File: src/rtl/fifo_pkg.sv
// Shared FIFO-family package: default parameter constants and Gray-code helpers.
// The helpers work on a fixed maximum pointer width (12 address bits plus the
// wrap bit). Callers zero-extend narrower pointers and truncate the result.
// Zero upper bits stay zero under either conversion.
package fifo_pkg;

  localparam int FIFO_ADDRESS_SIZE = 3;
  localparam int FIFO_SYNC_STAGES  = 2;
  localparam int FIFO_AE_LEVEL     = 1;
  localparam int PTR_MAX_W         = 13;

  function automatic logic [PTR_MAX_W-1:0] bin_to_gray(input logic [PTR_MAX_W-1:0] b);
    return b ^ (b >> 1);
  endfunction

  function automatic logic [PTR_MAX_W-1:0] gray_to_bin(input logic [PTR_MAX_W-1:0] g);
    logic [PTR_MAX_W-1:0] b;
    b[PTR_MAX_W-1] = g[PTR_MAX_W-1];
    for (int i = PTR_MAX_W-2; i >= 0; i--) b[i] = b[i+1] ^ g[i];
    return b;
  endfunction

endpackage

File: src/rtl/gray_sync.sv
// Multi-flop synchronizer for a Gray-coded pointer crossing into the local clock.
// Ports:
//   clk   : destination clock
//   rst_n : async active-low reset, clears every stage
//   d     : Gray pointer from the foreign domain
//   q     : synchronized pointer, STAGES edges behind d
module gray_sync #(
  parameter int WIDTH  = 4,
  parameter int STAGES = 2
) (
  input  logic             clk,
  input  logic             rst_n,
  input  logic [WIDTH-1:0] d,
  output logic [WIDTH-1:0] q
);

  (* ASYNC_REG = "TRUE" *) logic [STAGES-1:0][WIDTH-1:0] sync_q;

  always_ff @(posedge clk or negedge rst_n) begin
    if (!rst_n) sync_q <= '0;
    else        sync_q <= {sync_q[STAGES-2:0], d};
  end

  assign q = sync_q[STAGES-1];

endmodule

File: src/rtl/fifo_rd_ctrl.sv
// Read-side controller of an async FIFO: read pointer, memory address, and
// registered empty / almost-empty / level / underflow flags.
// Ports:
//   r_clk, rrst_n   : read clock, async active-low reset
//   r_en            : consumer read request
//   w_ptr           : Gray write pointer from the write domain (async)
//   r_ptr           : registered Gray read pointer to the write domain
//   r_addr          : memory read address (low bits of binary read pointer)
//   r_empty         : registered empty flag
//   r_almost_empty  : registered, fill level <= AE_LEVEL
//   r_level         : registered fill level, 0 .. 2**ADDRESS_SIZE
//   r_underflow     : one-cycle pulse after a read request while empty
module fifo_rd_ctrl
  import fifo_pkg::*;
#(
  parameter int ADDRESS_SIZE = FIFO_ADDRESS_SIZE,
  parameter int SYNC_STAGES  = FIFO_SYNC_STAGES,
  parameter int AE_LEVEL     = FIFO_AE_LEVEL
) (
  input  logic                  r_clk,
  input  logic                  rrst_n,
  input  logic                  r_en,
  input  logic [ADDRESS_SIZE:0] w_ptr,
  output logic [ADDRESS_SIZE:0] r_ptr,
  output logic [ADDRESS_SIZE-1:0] r_addr,
  output logic                  r_empty,
  output logic                  r_almost_empty,
  output logic [ADDRESS_SIZE:0] r_level,
  output logic                  r_underflow
);

  localparam int PW = ADDRESS_SIZE + 1;

  logic [PW-1:0] wq_ptr, wq_bin;
  logic [PW-1:0] r_bin, r_bnext, r_gnext;
  logic [PW-1:0] level_next;
  logic          rd_ok;

  gray_sync #(.WIDTH(PW), .STAGES(SYNC_STAGES)) u_wsync (
    .clk  (r_clk),
    .rst_n(rrst_n),
    .d    (w_ptr),
    .q    (wq_ptr)
  );

  // Flags look at the post-read pointer and the current synchronized write
  // pointer together, so a read and a write-pointer change in the same cycle
  // need no arbitration. Modulo arithmetic makes pointer wrap transparent.
  always_comb begin
    rd_ok      = r_en & ~r_empty;
    r_bnext    = r_bin + PW'(rd_ok);
    r_gnext    = PW'(bin_to_gray(PTR_MAX_W'(r_bnext)));
    wq_bin     = PW'(gray_to_bin(PTR_MAX_W'(wq_ptr)));
    level_next = wq_bin - r_bnext;
  end

  always_ff @(posedge r_clk or negedge rrst_n) begin
    if (!rrst_n) begin
      r_bin          <= '0;
      r_ptr          <= '0;
      r_empty        <= 1'b1;
      r_almost_empty <= 1'b1;
      r_level        <= '0;
      r_underflow    <= 1'b0;
    end else begin
      r_bin          <= r_bnext;
      r_ptr          <= r_gnext;
      r_empty        <= (r_gnext == wq_ptr);
      r_almost_empty <= (level_next <= PW'(AE_LEVEL));
      r_level        <= level_next;
      r_underflow    <= r_en & r_empty;
    end
  end

  assign r_addr = r_bin[ADDRESS_SIZE-1:0];

endmodule

File: config.mk
export PLATFORM = sky130hd
export DESIGN_NAME = fifo_rd_ctrl
export DESIGN_NICKNAME = d
export VERILOG_FILES = /design/src/rtl/fifo_pkg.sv /design/src/rtl/gray_sync.sv /design/src/rtl/fifo_rd_ctrl.sv
export SDC_FILE = /design/constraint.sdc
export NUM_CORES = 1
export LEC_CHECK = 0
export CAP_MARGIN = 20
export CORE_MARGIN = 2
export CORE_UTILIZATION = 43
export DETAILED_ROUTE_END_ITERATION = 6
export HOLD_SLACK_MARGIN = 0.15
export PLACE_DENSITY = 0.83
export SETUP_SLACK_MARGIN = 0.1
export SYNTH_ARGS = -nofsm -noshare
export SYNTH_HDL_FRONTEND = slang
export SYNTH_SLANG_ARGS = --single-unit
File: constraint.sdc
create_clock -name r_clk -period 2.34 [get_ports r_clk]
set_clock_uncertainty 0.2 [all_clocks]
set_input_delay 0.468 -clock r_clk [delete_from_list [all_inputs] [get_ports r_clk]]
set_output_delay 0.468 -clock r_clk [all_outputs]
set_load 0.02 [all_outputs]
Yosys cells after proc, flatten, opt, wreduce, memory -nomap -nowiden
Index checks and enable logic that the tools add are counted. W data, S select, Z words.

$add $sub $neg: 2. Bitwise gates (word level): 7. Divide/modulo/power cells: 0. Shift-type cells: 0. Multiplexer cells: 0. $mul: 0. Reduce and logical (&&, ||, !) cells: 0. Magnitude comparators: 1. Equal/unequal tests: 1.

Operators with widths (number): $add A4 B1 Y4 (1); $eq A4 B4 Y1 (1); $le A4 B1 Y1 const B (1); $sub A4 B4 Y4 (1); $xor A4 B3 Y4 (1); $xor A1 B1 Y1 (3); $and A1 B1 Y1 (2); $not A1 Y1 (1).

Memory bits (read-only): 0. Output and inout bits: 14. Input bits: 7. Register bits: 23. Memories: 0. Latch bits: 0. Memory bits (writable): 0.

Logic depth before layout (Yosys ltp)
Word-level depth: 5. Gate-level depth with buffers: 9.

Cells and area by module
A second synthesis with hierarchy kept.

Cells, all modules: 66. Area total of the unflattened synthesis: 945.9 µm².

By module, submodules not included: fifo_rd_ctrl (area an instance 715.7 µm², cells each 54, instances 1, seq. area each 352.8 µm²); gray_sync (area an instance 230.2 µm², cells each 12, instances 1, seq. area each 200.2 µm²).

Worst setup path after synthesis
Ideal clock, no wire load.

Path kind: reg-to-reg. From: register r_empty. To: register r_almost_empty. Clock period less this slack: 2.577 ns. Data arrival time: 2.295 ns. Library setup time: 0.082 ns. Data required time: 2.058 ns. Slack: -0.237 ns. Cell stages (with the launch flop): 10. Cells stage by stage: dfstp_2 > nor2b_1 > ha_1 > ha_1 > xnor2_1 > ha_1 > or3b_2 > o311ai_4 > xnor2_1 > nor3_2.

Cells in the longest elaborated chain, start to end: 5.

RTL lines: from (decl) (line fifo_rd_ctrl.sv:26) `output logic r_empty,`; from (signal assigned) (line fifo_rd_ctrl.sv:68) `r_empty <= (r_gnext == wq_ptr);`; $not A1 Y1 (line fifo_rd_ctrl.sv:50) `rd_ok = r_en & ~r_empty;`; $and A1 B1 Y1 (line fifo_rd_ctrl.sv:50); $add A4 B1 Y4 (line fifo_rd_ctrl.sv:51) `r_bnext = r_bin + PW'(rd_ok);`; $sub A4 B4 Y4 (line fifo_rd_ctrl.sv:54) `level_next = wq_bin - r_bnext;`; net level_next[3] (line fifo_rd_ctrl.sv:36) `logic [PW-1:0] level_next;`; $le A4 B1 Y1 (line fifo_rd_ctrl.sv:69) `r_almost_empty <= (level_next <= PW'(AE_LEVEL));`; to (signal assigned) (line fifo_rd_ctrl.sv:69); to (decl) (line fifo_rd_ctrl.sv:27) `output logic r_almost_empty,`.

The timed path passes the listed nets, and every way through them passes these cells.

Worst setup path in the final report
Ends and elaborated chain as after synthesis.

==> summary.txt <==
clock sink total - 22
PwrDens - 1597 nW/um2
cell taking the most area after synthesis - dfrtp_1
sequential share of the synthesized area - 0.6038
Worst path max stage delay - 560 ps
dpl cells - 117
P&R area growth vs syn - 45.22%
Slew @ Worst Pin - 272.9 ps
Max VDD drop - 0.8576 mV
vias in the first global route - 605
layout cells sized above 1 - 0.2737
Synth area leaders - dfrtp_1 (55%), xnor2_1 (7.7%), ha_1 (6.8%)
global-route wire length before repair - 2642 um
fin area - 1330 um2
First DRT Iteration DRCs - 5
Via Count - 559
Slowest-stage cell, CP - dfstp_2
Critical Path Source Type - flop
Filler cells - 135
worst hold path type - flop to flop
Die X - 50.15 um
switch share - 0.3566
crit path DAT - 2390 ps
CTS hold repair buffers - 0
Setup WS pre-CTS - -490.7 ps
Util after Layout - 0.6711
1st-pass router iterations - 2
net count after synthesis - 74
Synth Register Bits - 22
core area - 1982 um2
syn avg cell area - 14.77 um2
worst path required time - 2380 ps
Cell Rows - 16
all-layer global routing usage - 0.1511
DRC violations left - 0
fmax - 425.6 MHz
leakage - 0.5979 nW
starting density of the core - 0.4621
CP cell instances - nor2b_2, ha_2, ha_4, xnor2_4, ha_4, or3b_4, o311ai_4, xnor2_2, nor3_2
count of cell types in the netlist - 20
Final Cycle Share - 1.004
Cell Area, Synth - 915.9 um2
failing checks - negative setup slack
Crit path top cell by count - ha_4
CP Class - flop to flop
Hold WS - 162.9 ps
Clk Latency, worst-skew pair - 310 ps
sequential power share - 0.278
clock network power share - 0.135
post-route ant nets - 0
# setup viols final - 1
Vias/cell - 4.582
htree depth - 1
synth warn - 0
Slew headroom - 0.8168
max_cap viols - 0
Reg area - 553.0 um2
Comb power frac - 0.587
Power Internal - 1.367 mW
Total Die Area - 2515 um2
min Tclk post-route - 2349 ps
hpwl dp - 1093 um
Final Hold Fails - 0
Clock Path Buffers - 2
critical path capture point type - flop
outcome - complete, but fails checks
non-filler cells, final - 122
Synth Instances - 62
Crit path max-delay family - adder cells
dpl cell area - 1250 um2
WP buf/inv - 0
maximum fanout along the worst path - 2
antenna violations before repair - 0
# port buffers - 20
grt total ovfl - 0
footprint of the multi-input gates - 399.1 um2
TritonCTS clock tree - built
Ant. Diodes - 0
Clock transition at path regs - 120 ps
area share of the largest cell type after synthesis - 0.5464
Routed wire per std cell - 12.35 um
I/O pin cnt - 21
die height - 50.15 um
final net count - 108
Post-Route WL - 1507 um
CTS buffer count - 3
Max Slew Vio Count - 0
RSZ-0062 raised after global routing - yes
gpl congestion - 0.7630
largest net degree at the start of global routing - 23
root buf cell - clkbuf_4
Switch Pwr - 0.7573 mW
final worst setup slack - -9.365 ps
-- stage by stage --
stage | power (mW) | setup TNS [ps]
CTS | 2.141 | -73.15
global route | 2.274 | -134.5
detailed placement | 1.793 | -1373
finish | 2.124 | -9.365
floorplan | 1.345 | -36.58
global placement | 1.762 | -1214
-- final cells by class --
cell class,count,area share
sequential,22,0.4158
multi-input combinational,34,0.3001
timing repair buffer,30,0.2051
tap,27,0.02540
clock inverter,1,0.02258
clock buffer,3,0.01693
inverter,5,0.01411
-- kinds of logic (layout without fill, tap and decap cells) --
group,after synthesis,after routing,synth area share
flip-flops,22,22,0.6038
XOR/XNOR,16,16,0.1844
AND/OR/NAND/NOR,9,9,0.06284
buffers and inverters,6,39,0.02459
adder cells (fa/ha/maj),5,5,0.06831
AO/OA/AOI/OAI,3,3,0.04509
multiplexers,1,1,0.01093
-- power groups by stage --
| stage | Combinational, mW | Sequential [mW] | Clock [mW] |
|---|---|---|---|
| 5_1_grt | 1.35 | 0.605 | 0.319 |
| 4_1_cts | 1.25 | 0.587 | 0.301 |
| 3_5_place_dp | 1.20 | 0.597 | 0 |
| 3_3_place_gp | 1.17 | 0.592 | 0 |
| 2_1_floorplan | 0.619 | 0.725 | 0 |
| 6_report | 1.25 | 0.590 | 0.287 |
-- path summary, 6_finish.rpt --
check | start | to | slack [ps] | cells after the start
max in group asynchronous | rrst_n | r_almost_empty | 1380 | 2
min in group asynchronous | rrst_n | r_ptr[2] | 290 | 2
hold reg to reg | u_wsync.sync_q[1] | u_wsync.q[1] | 160 | 0
setup / recovery | r_empty | r_almost_empty | -9 | 9
hold / removal | u_wsync.sync_q[1] | u_wsync.q[1] | 160 | 0
setup reg to reg | r_empty | r_almost_empty | -9 | 9
-- state kept, by name, indices dropped and copies added (netlist names) --
| name | flops |
|---|---|
| r_bin | 4 |
| r_level | 4 |
| u_wsync.q | 4 |
| u_wsync.sync_q | 4 |
| r_ptr | 3 |
| r_almost_empty | 1 |
| r_empty | 1 |
| r_underflow | 1 |
-- timing repair --
item | CTS | global route
pin swaps | 5 | 6
buffers inserted | 1 | 0
gates cloned | 0 | 0
endpoints found under the setup margin | 2 | 3
gates resized for setup | 5 | 0
-- worst reg2reg max path: stages (launching register included) --
cell	delay, ps
dfstp_2	560
nor2b_2	40
ha_2	190
ha_4	180
xnor2_4	140
ha_4	280
or3b_4	380
o311ai_4	80
xnor2_2	120
nor3_2	120
-- Yosys cell counts --
library cell / number
nand3_1: 1
a21boi_0: 1
nor3_2: 1
and2_1: 3
dfstp_2: 2
ha_1: 5
nor3_1: 1
o311ai_4: 1
xnor3_1: 1
clkbuf_1: 1
xnor2_1: 8
o21bai_1: 1
xnor3_2: 1
or3b_2: 1
mux2i_1: 1
xor2_1: 6
dfrtp_1: 20
nor2_1: 1
nor2b_1: 1
inv_1: 5
-- metal layers --
metal / vias up / part of all wire / track usage
li1: 266 / - / -
met1: 274 / 0.38 / 0.1623
met2: 15 / 0.57 / 0.2654
met3: 4 / 0.031 / 0.01786
met4: 0 / 0.019 / 0.1204
met5: - / 0 / 0
-- cell usage in the layout (no fill, tap or decap) --
cell type         n
dfrtp_1          20
clkdlybuf4s50_1  18
buf_4            10
xor2_1            6
xnor2_1           6
inv_1             5
and2_1            3
clkbuf_4          3
ha_4              2
ha_1              2
dlygate4sd2_1     2
dfstp_2           2
xnor2_4           1
nor2b_2           1
xnor3_2           1
o21bai_1          1
nand3_1           1
a21boi_0          1
xnor3_1           1
or3b_4            1
o311ai_4          1
xnor2_2           1
nor2_1            1
mux2i_1           1
nor3_1            1
nor3_2            1
ha_2              1
bufinv_16         1
Note: power is estimated with default switching activity, not from simulation.
